File: src/rtl/rv_plic_target_claim_if.sv
// Claim/complete channel between a hart's claim/complete CSR and the PLIC
// per-target arbiter.
//
// Signals:
//   claim_req_i    single-cycle claim read strobe (hart -> PLIC)
//   claim_valid_o  single-cycle claim response strobe (PLIC -> hart)
//   claim_id_o     claimed ID, 0 = nothing claimed (PLIC -> hart)
//   complete_req_i single-cycle completion write strobe (hart -> PLIC)
//   complete_id_i  ID being completed (hart -> PLIC)
//
// Handshake: both requests are fire-and-forget strobes; the PLIC always
// accepts them. A claim_req_i at cycle t is answered by a one-cycle
// claim_valid_o pulse at t+1; claim_id_o then holds until the next claim.
// Completions take effect at the next edge and produce no response.
//
// Modports: master = hart / CSR side, slave = PLIC arbiter side.
interface rv_plic_target_claim_if #(
    parameter int SRCW = 6
);
    logic            claim_req_i;
    logic            claim_valid_o;
    logic [SRCW-1:0] claim_id_o;
    logic            complete_req_i;
    logic [SRCW-1:0] complete_id_i;

    modport master (
        output claim_req_i,
        output complete_req_i,
        output complete_id_i,
        input  claim_valid_o,
        input  claim_id_o
    );

    modport slave (
        input  claim_req_i,
        input  complete_req_i,
        input  complete_id_i,
        output claim_valid_o,
        output claim_id_o
    );
endinterface

File: src/rtl/rv_plic_target_claim.sv
// Per-target PLIC arbiter with an optionally pipelined max-priority binary
// tree and an integrated claim/complete gateway. Claimed sources are masked
// out of arbitration until the hart completes them.
//
// Ports:
//   clk_i, rst_ni  clock, asynchronous active-low reset
//   ip, ie         per-source pending and enable bits
//   prio           per-source priority
//   threshold      target threshold (strict: prio must exceed it)
//   cc             claim/complete channel (slave side)
//   irq_o          external interrupt request to the hart
//   irq_id_o       current winning ID, 0 if none
//   claimed_o      in-service mask
module rv_plic_target_claim #(
    parameter int N_SOURCE   = 32,
    parameter int MAX_PRIO   = 7,
    parameter int PIPE_EVERY = 2,
    parameter int SRCW       = $clog2(N_SOURCE + 1),
    parameter int PRIOW      = $clog2(MAX_PRIO + 1)
) (
    input  logic                           clk_i,
    input  logic                           rst_ni,
    input  logic [N_SOURCE-1:0]            ip,
    input  logic [N_SOURCE-1:0]            ie,
    input  logic [N_SOURCE-1:0][PRIOW-1:0] prio,
    input  logic [PRIOW-1:0]               threshold,
    rv_plic_target_claim_if.slave          cc,
    output logic                           irq_o,
    output logic [SRCW-1:0]                irq_id_o,
    output logic [N_SOURCE-1:0]            claimed_o
);
    localparam int N_LEVELS = $clog2(N_SOURCE);
    localparam int NLEAF    = 2 ** N_LEVELS;
    // Tree priority is one bit wider than strictly needed for MAX_PRIO.
    localparam int PW       = $clog2(MAX_PRIO + 2);
    // Guarded divisor so the expressions below stay legal when PIPE_EVERY == 0.
    localparam int PE_SAFE  = (PIPE_EVERY == 0) ? 1 : PIPE_EVERY;
    localparam int NPIPE    = (PIPE_EVERY == 0) ? 0 : (N_LEVELS - 1) / PE_SAFE;
    localparam int SETW     = $clog2(NPIPE + 2);

    logic [N_SOURCE-1:0] claimed_q, claimed_d;
    logic                irq_q, irq_d;
    logic [SRCW-1:0]     irq_id_q, irq_id_d;
    logic                claim_valid_q, claim_valid_d;
    logic [SRCW-1:0]     claim_id_q, claim_id_d;
    logic [SETW-1:0]     settle_q, settle_d;
    logic [SRCW-1:0]     claim_grant;
    logic                do_set;

    // Heap-ordered tree: node 1 is the root, node n has children 2n and
    // 2n+1, leaves occupy NLEAF..2*NLEAF-1. Each entry is the (possibly
    // registered) output of that node.
    logic            node_v  [1:2*NLEAF-1];
    logic [SRCW-1:0] node_id [1:2*NLEAF-1];
    logic [PW-1:0]   node_p  [1:2*NLEAF-1];

    for (genvar i = 0; i < NLEAF; i++) begin : g_leaf
        if (i < N_SOURCE) begin : g_used
            assign node_v[NLEAF+i]  = ip[i] & ie[i] & ~claimed_q[i];
            assign node_id[NLEAF+i] = SRCW'(i + 1);
            assign node_p[NLEAF+i]  = PW'(prio[i]);
        end else begin : g_unused
            assign node_v[NLEAF+i]  = 1'b0;
            assign node_id[NLEAF+i] = '0;
            assign node_p[NLEAF+i]  = '0;
        end
    end

    for (genvar n = 1; n < NLEAF; n++) begin : g_node
        // Level of node n, root = 0, leaves = N_LEVELS.
        localparam int LVL = $clog2(n + 1) - 1;
        localparam bit PIPE = (PIPE_EVERY > 0) && (LVL > 0) &&
                              (((N_LEVELS - LVL) % PE_SAFE) == 0);

        logic            sel;
        logic            v_d;
        logic [SRCW-1:0] id_d;
        logic [PW-1:0]   p_d;

        // Upper child wins only with strictly higher priority, so ties
        // resolve to the lower ID.
        always_comb begin
            sel  = node_v[2*n+1] & (~node_v[2*n] | (node_p[2*n+1] > node_p[2*n]));
            v_d  = node_v[2*n] | node_v[2*n+1];
            id_d = sel ? node_id[2*n+1] : node_id[2*n];
            p_d  = sel ? node_p[2*n+1]  : node_p[2*n];
        end

        if (PIPE) begin : g_pipe
            logic            v_q;
            logic [SRCW-1:0] id_q;
            logic [PW-1:0]   p_q;

            always_ff @(posedge clk_i or negedge rst_ni) begin
                if (!rst_ni) begin
                    v_q  <= 1'b0;
                    id_q <= '0;
                    p_q  <= '0;
                end else begin
                    v_q  <= v_d;
                    id_q <= id_d;
                    p_q  <= p_d;
                end
            end

            assign node_v[n]  = v_q;
            assign node_id[n] = id_q;
            assign node_p[n]  = p_q;
        end else begin : g_comb
            assign node_v[n]  = v_d;
            assign node_id[n] = id_d;
            assign node_p[n]  = p_d;
        end
    end

    always_comb begin
        irq_d    = node_v[1] & (node_p[1] > PW'(threshold));
        irq_id_d = node_v[1] ? node_id[1] : '0;

        claim_grant   = ((settle_q == '0) && irq_q) ? irq_id_q : '0;
        do_set        = cc.claim_req_i && (claim_grant != '0);
        claim_valid_d = cc.claim_req_i;
        claim_id_d    = cc.claim_req_i ? claim_grant : claim_id_q;

        // After a successful claim the tree still holds the claimed source
        // for NPIPE+1 cycles; the settle counter blanks irq until it drains.
        if (do_set) begin
            settle_d = SETW'(NPIPE + 1);
        end else if (settle_q != '0) begin
            settle_d = settle_q - SETW'(1);
        end else begin
            settle_d = settle_q;
        end

        // Clear first, then set, so a same-bit claim and complete leaves
        // the bit set. Non-matching IDs (0, out of range) touch nothing.
        claimed_d = claimed_q;
        for (int i = 0; i < N_SOURCE; i++) begin
            if (cc.complete_req_i && (cc.complete_id_i == SRCW'(i + 1))) begin
                claimed_d[i] = 1'b0;
            end
            if (do_set && (claim_grant == SRCW'(i + 1))) begin
                claimed_d[i] = 1'b1;
            end
        end
    end

    always_ff @(posedge clk_i or negedge rst_ni) begin
        if (!rst_ni) begin
            claimed_q     <= '0;
            irq_q         <= 1'b0;
            irq_id_q      <= '0;
            claim_valid_q <= 1'b0;
            claim_id_q    <= '0;
            settle_q      <= '0;
        end else begin
            claimed_q     <= claimed_d;
            irq_q         <= irq_d;
            irq_id_q      <= irq_id_d;
            claim_valid_q <= claim_valid_d;
            claim_id_q    <= claim_id_d;
            settle_q      <= settle_d;
        end
    end

    assign irq_o            = irq_q & (settle_q == '0);
    assign irq_id_o         = (settle_q == '0) ? irq_id_q : '0;
    assign claimed_o        = claimed_q;
    assign cc.claim_valid_o = claim_valid_q;
    assign cc.claim_id_o    = claim_id_q;
endmodule

File: src/flat_wrapper.sv
// flat-port wrapper written by rule: the top's interface ports become plain ports
module rv_plic_target_claim_flat 
#(
    parameter int N_SOURCE   = 32,
    parameter int MAX_PRIO   = 7,
    parameter int PIPE_EVERY = 2,
    parameter int SRCW       = $clog2(N_SOURCE + 1),
    parameter int PRIOW      = $clog2(MAX_PRIO + 1)
)
  (clk_i, rst_ni, ip, ie, prio, threshold, irq_o, irq_id_o, claimed_o, cc_claim_req_i, cc_complete_req_i, cc_complete_id_i, cc_claim_valid_o, cc_claim_id_o);
  rv_plic_target_claim_if #(.SRCW(SRCW)) cc_i ();
  input  logic clk_i;
  input  logic rst_ni;
  input  logic [N_SOURCE-1:0] ip;
  input  logic [N_SOURCE-1:0] ie;
  input  logic [N_SOURCE-1:0][PRIOW-1:0] prio;
  input  logic [PRIOW-1:0] threshold;
  output logic irq_o;
  output logic [SRCW-1:0] irq_id_o;
  output logic [N_SOURCE-1:0] claimed_o;
  input wire logic [$bits(cc_i.claim_req_i)-1:0] cc_claim_req_i;
  input wire logic [$bits(cc_i.complete_req_i)-1:0] cc_complete_req_i;
  input wire logic [$bits(cc_i.complete_id_i)-1:0] cc_complete_id_i;
  output wire logic [$bits(cc_i.claim_valid_o)-1:0] cc_claim_valid_o;
  output wire logic [$bits(cc_i.claim_id_o)-1:0] cc_claim_id_o;
  assign cc_i.claim_req_i = cc_claim_req_i;
  assign cc_i.complete_req_i = cc_complete_req_i;
  assign cc_i.complete_id_i = cc_complete_id_i;
  assign cc_claim_valid_o = cc_i.claim_valid_o;
  assign cc_claim_id_o = cc_i.claim_id_o;
  rv_plic_target_claim #(.N_SOURCE(N_SOURCE), .MAX_PRIO(MAX_PRIO), .PIPE_EVERY(PIPE_EVERY), .SRCW(SRCW), .PRIOW(PRIOW)) u_core (.clk_i(clk_i), .rst_ni(rst_ni), .ip(ip), .ie(ie), .prio(prio), .threshold(threshold), .cc(cc_i), .irq_o(irq_o), .irq_id_o(irq_id_o), .claimed_o(claimed_o));
endmodule
File: config.mk
export PLATFORM = sky130hd
export DESIGN_NAME = rv_plic_target_claim_flat
export DESIGN_NICKNAME = d
export VERILOG_FILES = /design/src/rtl/rv_plic_target_claim_if.sv /design/src/rtl/rv_plic_target_claim.sv /design/src/flat_wrapper.sv
export SDC_FILE = /design/constraint.sdc
export NUM_CORES = 1
export LEC_CHECK = 0
export BUFFER_PORTS_ARGS = -buffer_cell sky130_fd_sc_hd__buf_2
export CORE_ASPECT_RATIO = 1.25
export CORE_MARGIN = 2
export CORE_UTILIZATION = 53
export CTS_CLUSTER_DIAMETER = 150
export CTS_CLUSTER_SIZE = 28
export DETAILED_ROUTE_END_ITERATION = 10
export PLACE_DENSITY = 0.77
export SLEW_MARGIN = 20
export SYNTH_ARGS = -nofsm -noshare
export SYNTH_HDL_FRONTEND = slang
export SYNTH_SLANG_ARGS = --single-unit
File: constraint.sdc
create_clock -name clk_i -period 7.4 [get_ports clk_i]
set_input_delay 0.37 -clock clk_i [delete_from_list [all_inputs] [get_ports clk_i]]
set_output_delay 0.37 -clock clk_i [all_outputs]
set_load 0.01 [all_outputs]
Word level (Yosys, flattened, before mapping)
Cells that the tools add are included.

storage, ports and cells
  word-level logic and storage cells = 619
  register bits = 158
  memories = 0
  bits in latches = 0
  input bits = 173
  memory bits (read-only) = 0
  memory bits (writable) = 0

operators by class
  mux-type cells = 131
  $mul = 0
  reduce and logical (&&, ||, !) cells = 102
  $add $sub $neg = 1
  bitwise operators = 222
  divide/modulo/power cells = 0
  order comparisons = 32
  equality and inequality tests = 64
  shift operators = 0

operator list
  kind                                                                count
  6-bit by 5-bit == test with 1-bit output, second input constant     32
  1-bit bitwise AND                                                   97
  6-bit by 4-bit == test with 1-bit output, second input constant     16
  3-bit 2-to-1 mux                                                    32
  3-bit > comparator                                                  24
  6-bit 2-to-1 mux                                                    12
  2-bit nonzero test                                                  34
  1-bit logical AND                                                   66
  1-bit 2-to-1 mux                                                    64
  1-bit inverter                                                      63
  1-bit OR                                                            62
  6-bit by 3-bit == test with 1-bit output, second input constant     8
  4-bit 2-to-1 mux                                                    11
  4-bit > comparator                                                  7
  6-bit by 2-bit == test with 1-bit output, second input constant     4
  2-bit 2-to-1 mux                                                    10
  6-bit by 1-bit == test with 1-bit output, second input constant     2
  6-bit == test, second input constant                                2
  5-bit 2-to-1 mux                                                    2
  6-bit nonzero test                                                  1
  4-bit by 3-bit > comparator with 1-bit output                       1
  2-bit zero test                                                     1
  2-bit by 1-bit subtractor with 2-bit output, second input constant  1

Longest topological paths before layout
  depth after elaboration = 10
  gate-level depth with buffers = 14
  gate-level depth less buffers = 13

Worst setup path after synthesis
OpenSTA, ideal clock, no wires.

  path type = input to register
  from = input prio[20] (netlist name)
  to = register u_core.g_node[9].g_pipe.id_q[0]
  cell stages on the path = 13
  setup time = 0.125 ns
  path slack = 4.534 ns
  arrival = 2.741 ns
  path through = inv_1 ha_1 a21oi_1 a21oi_1 o21bai_2 mux2i_1 inv_1 ha_1 nor2b_1 o21ai_0 a32oi_1 o21ai_2 mux2_2

on the way
  word-level cells in the longest chain between the ends = 8
  elaborated cells on any way between the ends = 9
  classes of those cells = order compare: 2; mux: 3; bitwise: 4

RTL lines
  element                       line                         RTL
  start: declaration            flat_wrapper.sv:16           input logic [N_SOURCE-1:0][PRIOW-1:0] prio;
  3-bit > comparator            rv_plic_target_claim.sv:83   sel = node_v[2*n+1] & (~node_v[2*n] | (node_p[2*n+1] > node_p[2*n]));
  1-bit OR                      rv_plic_target_claim.sv:83
  1-bit bitwise AND             rv_plic_target_claim.sv:83
  3-bit 2-to-1 mux              rv_plic_target_claim.sv:86   p_d = sel ? node_p[2*n+1] : node_p[2*n];
  3-bit > comparator            rv_plic_target_claim.sv:83
  1-bit OR                      rv_plic_target_claim.sv:83
  1-bit bitwise AND             rv_plic_target_claim.sv:83
  4-bit 2-to-1 mux *            rv_plic_target_claim.sv:85   id_d = sel ? node_id[2*n+1] : node_id[2*n];
  via u_core.g_node[9].id_d[0]  rv_plic_target_claim.sv:77   logic [SRCW-1:0] id_d;
  end signal: assignment        rv_plic_target_claim.sv:101  id_q <= id_d;
  end: declaration              rv_plic_target_claim.sv:91   logic [SRCW-1:0] id_q;

Mark *: on every way through the listed nets, which the timed path passes. The rest lies on a longest branch.
A chain may end at the register's enable or synchronous reset.

Final worst setup path
  from = register u_core.g_node[9].g_pipe.p_q[2]
  to = register u_core.g_node[2].g_pipe.id_q[0]

on the way
  word-level cells in the longest chain between the ends = 8
  elaborated cells on any way between the ends = 9
  classes of those cells = order compare: 2; mux: 3; bitwise: 4

RTL lines
  element                       line                         RTL
  start: declaration            rv_plic_target_claim.sv:92   logic [PW-1:0] p_q;
  start signal: assignment      rv_plic_target_claim.sv:102  p_q <= p_d;
  4-bit > comparator            rv_plic_target_claim.sv:83
  1-bit OR                      rv_plic_target_claim.sv:83
  1-bit bitwise AND             rv_plic_target_claim.sv:83
  4-bit 2-to-1 mux              rv_plic_target_claim.sv:86
  4-bit > comparator            rv_plic_target_claim.sv:83
  1-bit OR                      rv_plic_target_claim.sv:83
  1-bit bitwise AND             rv_plic_target_claim.sv:83
  6-bit 2-to-1 mux *            rv_plic_target_claim.sv:85
  via u_core.g_node[2].id_d[0]  rv_plic_target_claim.sv:77
  end signal: assignment        rv_plic_target_claim.sv:101
  end: declaration              rv_plic_target_claim.sv:91

Marked as above.

==> results.json <==
{
  "ctsResizeCount": 0,
  "dominant_combinational_cell_family_by_area_after_synthesis": "compound AO/OA/AOI/OAI gates",
  "grt_pass1_wl_mm": 35.2,
  "final_max_slew_viol_count": 0,
  "row_count": 52,
  "hold_path.class": "in -> reg",
  "cts-buffers-inserted": 17,
  "place_inst": 1332,
  "async_reset_ff_frac": 1.00,
  "gr-max-usage-layer": "met2",
  "clockRootBuffer": "sky130_fd_sc_hd__clkbuf_16",
  "outcome": "completed",
  "synthCells": 905,
  "hold_violations_final": 0,
  "initial_core_util": 0.537,
  "grt_setup_unrepaired": "false",
  "worst_skew_pair_latency_ps": 410,
  "synth-adder-area-share": 0.141,
  "fmax_ghz": 0.289,
  "min_period_ps": 3460,
  "whs_ps": 252,
  "synthFlopType": "sky130_fd_sc_hd__dfrtp_1",
  "relSlewSlack": 0.338,
  "floorplan.core_area_um2": 16100,
  "yosysSeqAreaShare": 0.371,
  "synth.top_cells.by_area": "sky130_fd_sc_hd__dfrtp_1, sky130_fd_sc_hd__ha_1, sky130_fd_sc_hd__mux2i_1",
  "critPathMaxStageDelay_ps": 710,
  "drt_first_iter_violations": 503,
  "critical_path.slowest_cell": "sky130_fd_sc_hd__a21oi_1",
  "groute.usage.overall": 0.253,
  "total_power_mw": 2.86,
  "finish.cell_count_without_fillers": 1363,
  "finalSetupViolCount": 0,
  "post_synth_instance_area_um2": 8630,
  "final_layout_size_suffix_gt1_frac": 0.248,
  "via_count": 7577,
  "final.period_utilization": 0.467,
  "area_of_combinational_cells_with_multiple_inputs_um2": 4920,
  "final-seq-area_um2": 3200,
  "critPathCaptureType": "flop",
  "first_pass_iters": 5,
  "grt-ovfl-total": 0,
  "pwr_density_cell_nw_per_um2": 273,
  "worst_setup_hold_path_clk_slew_ps": 60,
  "design.die.area_um2": 17300,
  "diodes": 0,
  "yosys_warnings": 0,
  "cts_setup_buffers": 0,
  "postRouteAntennaNets": 0,
  "gp_routability_congestion": 0.886,
  "drv_cap": 0,
  "die_width_um": 118,
  "yosys_register_bits": 128,
  "timing.critical_path.from_type": "flop",
  "initial_antenna_violation_count": 0,
  "die_h_um": 147,
  "timing.critical_path.arrival_ps": 3740,
  "finalClockSkew_ps": 9.68,
  "synth_compound_area_frac": 0.172,
  "path_max_fanout": 14,
  "crit_path_cell_trace": "ha_1 > nand2_1 > o21ai_1 > a31oi_1 > nand2_1 > a21boi_0 > ha_1 > nand3_1 > o311ai_1 > a21oi_1 > a21boi_0 > a2bb2oi_1",
  "syn_avg_cell_area_um2": 9.54,
  "yosysMostFrequentCell": "sky130_fd_sc_hd__dfrtp_1",
  "drt-total-wl_mm": 21.8,
  "worst_ep_required_time_ps": 7680,
  "htreeDepth": 4,
  "clockBufferDepth": 2,
  "io-pin-count": 219,
  "detailed_place_hpwl_mm": 17.2,
  "netlist.area_leader.share": 0.371,
  "grt_pass1_vias": 7454,
  "layout.nets": 1406,
  "detail_route.vias_per_cell": 5.56,
  "finalSetupTns_ps": 0,
  "drcViolationCount": 0,
  "tritoncts_clock_tree": "yes",
  "cellLeakagePower_nw": 5.75,
  "cts.sinks": 128,
  "synth.top_cells.by_count": "sky130_fd_sc_hd__dfrtp_1, sky130_fd_sc_hd__inv_1, sky130_fd_sc_hd__ha_1, sky130_fd_sc_hd__mux2i_1, sky130_fd_sc_hd__o21ai_0",
  "synth.mux.area_fraction": 0.104,
  "worst_voltage_drop_across_the_vdd_grid_mv": 0.208,
  "port_buffer_count": 218,
  "grt_max_degree": 81,
  "synth_edf_count": 0,
  "yosys.area_share.simple": 0.153,
  "largest_area_contributor_in_the_synthesized_netlist": "sky130_fd_sc_hd__dfrtp_1",
  "detail_route.wl_per_cell_um": 16.0,
  "n_fill_cell": 1385,
  "yosys.area_share.xor_xnor": 0.00101,
  "worst_slew_pin_slew_ps": 993,
  "met2_usage": 0.438,
  "groute.layer.met1.usage": 0.315,
  "synth_cell_types": 60,
  "synthToLayoutAreaGrowth_pct": 21.7,
  "use_met3": 0.0508,
  "worstSetupPathType": "reg -> reg",
  "synthesis.nets": 1175
}
==> path summary, 6_finish.rpt <==
| kind | from | to | slack, ps | cells after the start |
|---|---|---|---|---|
| worst max-delay path | u_core.g_node[9].g_pipe.p_q[2]$_DFF_PN0_ | u_core.g_node[2].g_pipe.id_q[0]$_DFF_PN0_ | 3940 | 12 |
| worst min-delay path | cc_complete_id_i[4] | u_core.claimed_o[31]$_DFFE_PN0P_ | 250 | 3 |
| worst max register to register | u_core.g_node[9].g_pipe.p_q[2]$_DFF_PN0_ | u_core.g_node[2].g_pipe.id_q[0]$_DFF_PN0_ | 3940 | 12 |
| worst min register to register | u_core.g_node[2].g_pipe.id_q[4]$_DFF_PN0_ | u_core.irq_id_q[4]$_DFF_PN0_ | 460 | 1 |
| max in group asynchronous | rst_ni | u_core.g_node[10].g_pipe.id_q[1]$_DFF_PN0_ | 5450 | 3 |
| min in group asynchronous | rst_ni | u_core.cc.claim_id_o[4]$_DFFE_PN0P_ | 530 | 2 |
==> layout make-up <==
cell class                      instances  share of cell area
Multi-Input combinational cell        650               0.469
Sequential cell                       128               0.305
Timing Repair Buffer                  220               0.106
Clock buffer                           21              0.0438
Inverter                              119              0.0425
Tap cell                              216              0.0257
Clock inverter                          9             0.00834
==> cell families after synthesis <==
family,count (synthesis)
fa+ha+maj,97
mux,89
compound gates,234
flops,128
xor+xnor,1
other cells,1
buf+inv,127
simple gates,228
==> flip-flops by register name (all words and copies together), names as in the netlist <==
signal,count
u_core.g_node.g_pipe.p_q,30
u_core.cc.claim_id_o,6
u_core.cc.claim_valid_o,1
u_core.g_node.g_pipe.v_q,10
u_core.g_node.g_pipe.id_q,40
u_core.settle_q,2
u_core.irq_q,1
u_core.irq_id_q,6
u_core.claimed_o,32
==> cells in the final DEF, fill, tap and decap left out, types with 9 or more instances in the layout <==
cell type and n:
sky130_fd_sc_hd__buf_2 217, sky130_fd_sc_hd__dfrtp_1 128, sky130_fd_sc_hd__inv_1 119, sky130_fd_sc_hd__ha_1 97, sky130_fd_sc_hd__mux2i_1 84, sky130_fd_sc_hd__o21ai_0 65
sky130_fd_sc_hd__a21oi_1 61, sky130_fd_sc_hd__nand2_1 60, sky130_fd_sc_hd__nand3b_1 50, sky130_fd_sc_hd__o21ai_1 26, sky130_fd_sc_hd__nand3_1 23, sky130_fd_sc_hd__nor2_1 20
sky130_fd_sc_hd__and3_1 19, sky130_fd_sc_hd__clkbuf_16 17, sky130_fd_sc_hd__nor2b_1 14, sky130_fd_sc_hd__and2_1 10, sky130_fd_sc_hd__a22oi_1 9, sky130_fd_sc_hd__nand4_1 9
==> metrics by stage <==
| stage | utilization | setup WS [ps] | area, µm² |
|---|---|---|---|
| final | 0.654 | 3940 | 10500 |
| after global routing | 0.654 | 3610 | 10500 |
| after CTS | 0.654 | 3990 | 10500 |
| after detailed placement | 0.619 | 4030 | 9950 |
| after global placement | 0.619 | 4140 | 9950 |
| after floorplan | - | 4530 | 8630 |
==> report_power, final <==
part,leakage [nW],internal (mW),switching [mW]
clock network,0.257,0.475,0.290
logic,3.93,0.497,0.614
registers,1.57,0.853,0.134
==> worst max-delay path, delay by kind of cell, from the launching register on <==
kind,cells,cell delay [ps]
AOI/OAI and AO/OA,7,2050
adders and majority gates,2,610
DFF,1,410
and+or+nand+nor,3,270
==> per-layer routing <==
layer,share of wire,up-vias
met3,0.059,32
met2,0.50,270
met5,0,-
li1,-,3692
met1,0.42,3583
met4,0.023,0
==> timing repair <==
item / CTS / global route
hold buffers: 1 / 0
setup endpoints to repair: 0 / 0
endpoints found under the hold margin: 48 / 0
Note: power is estimated with default switching activity, not from simulation.
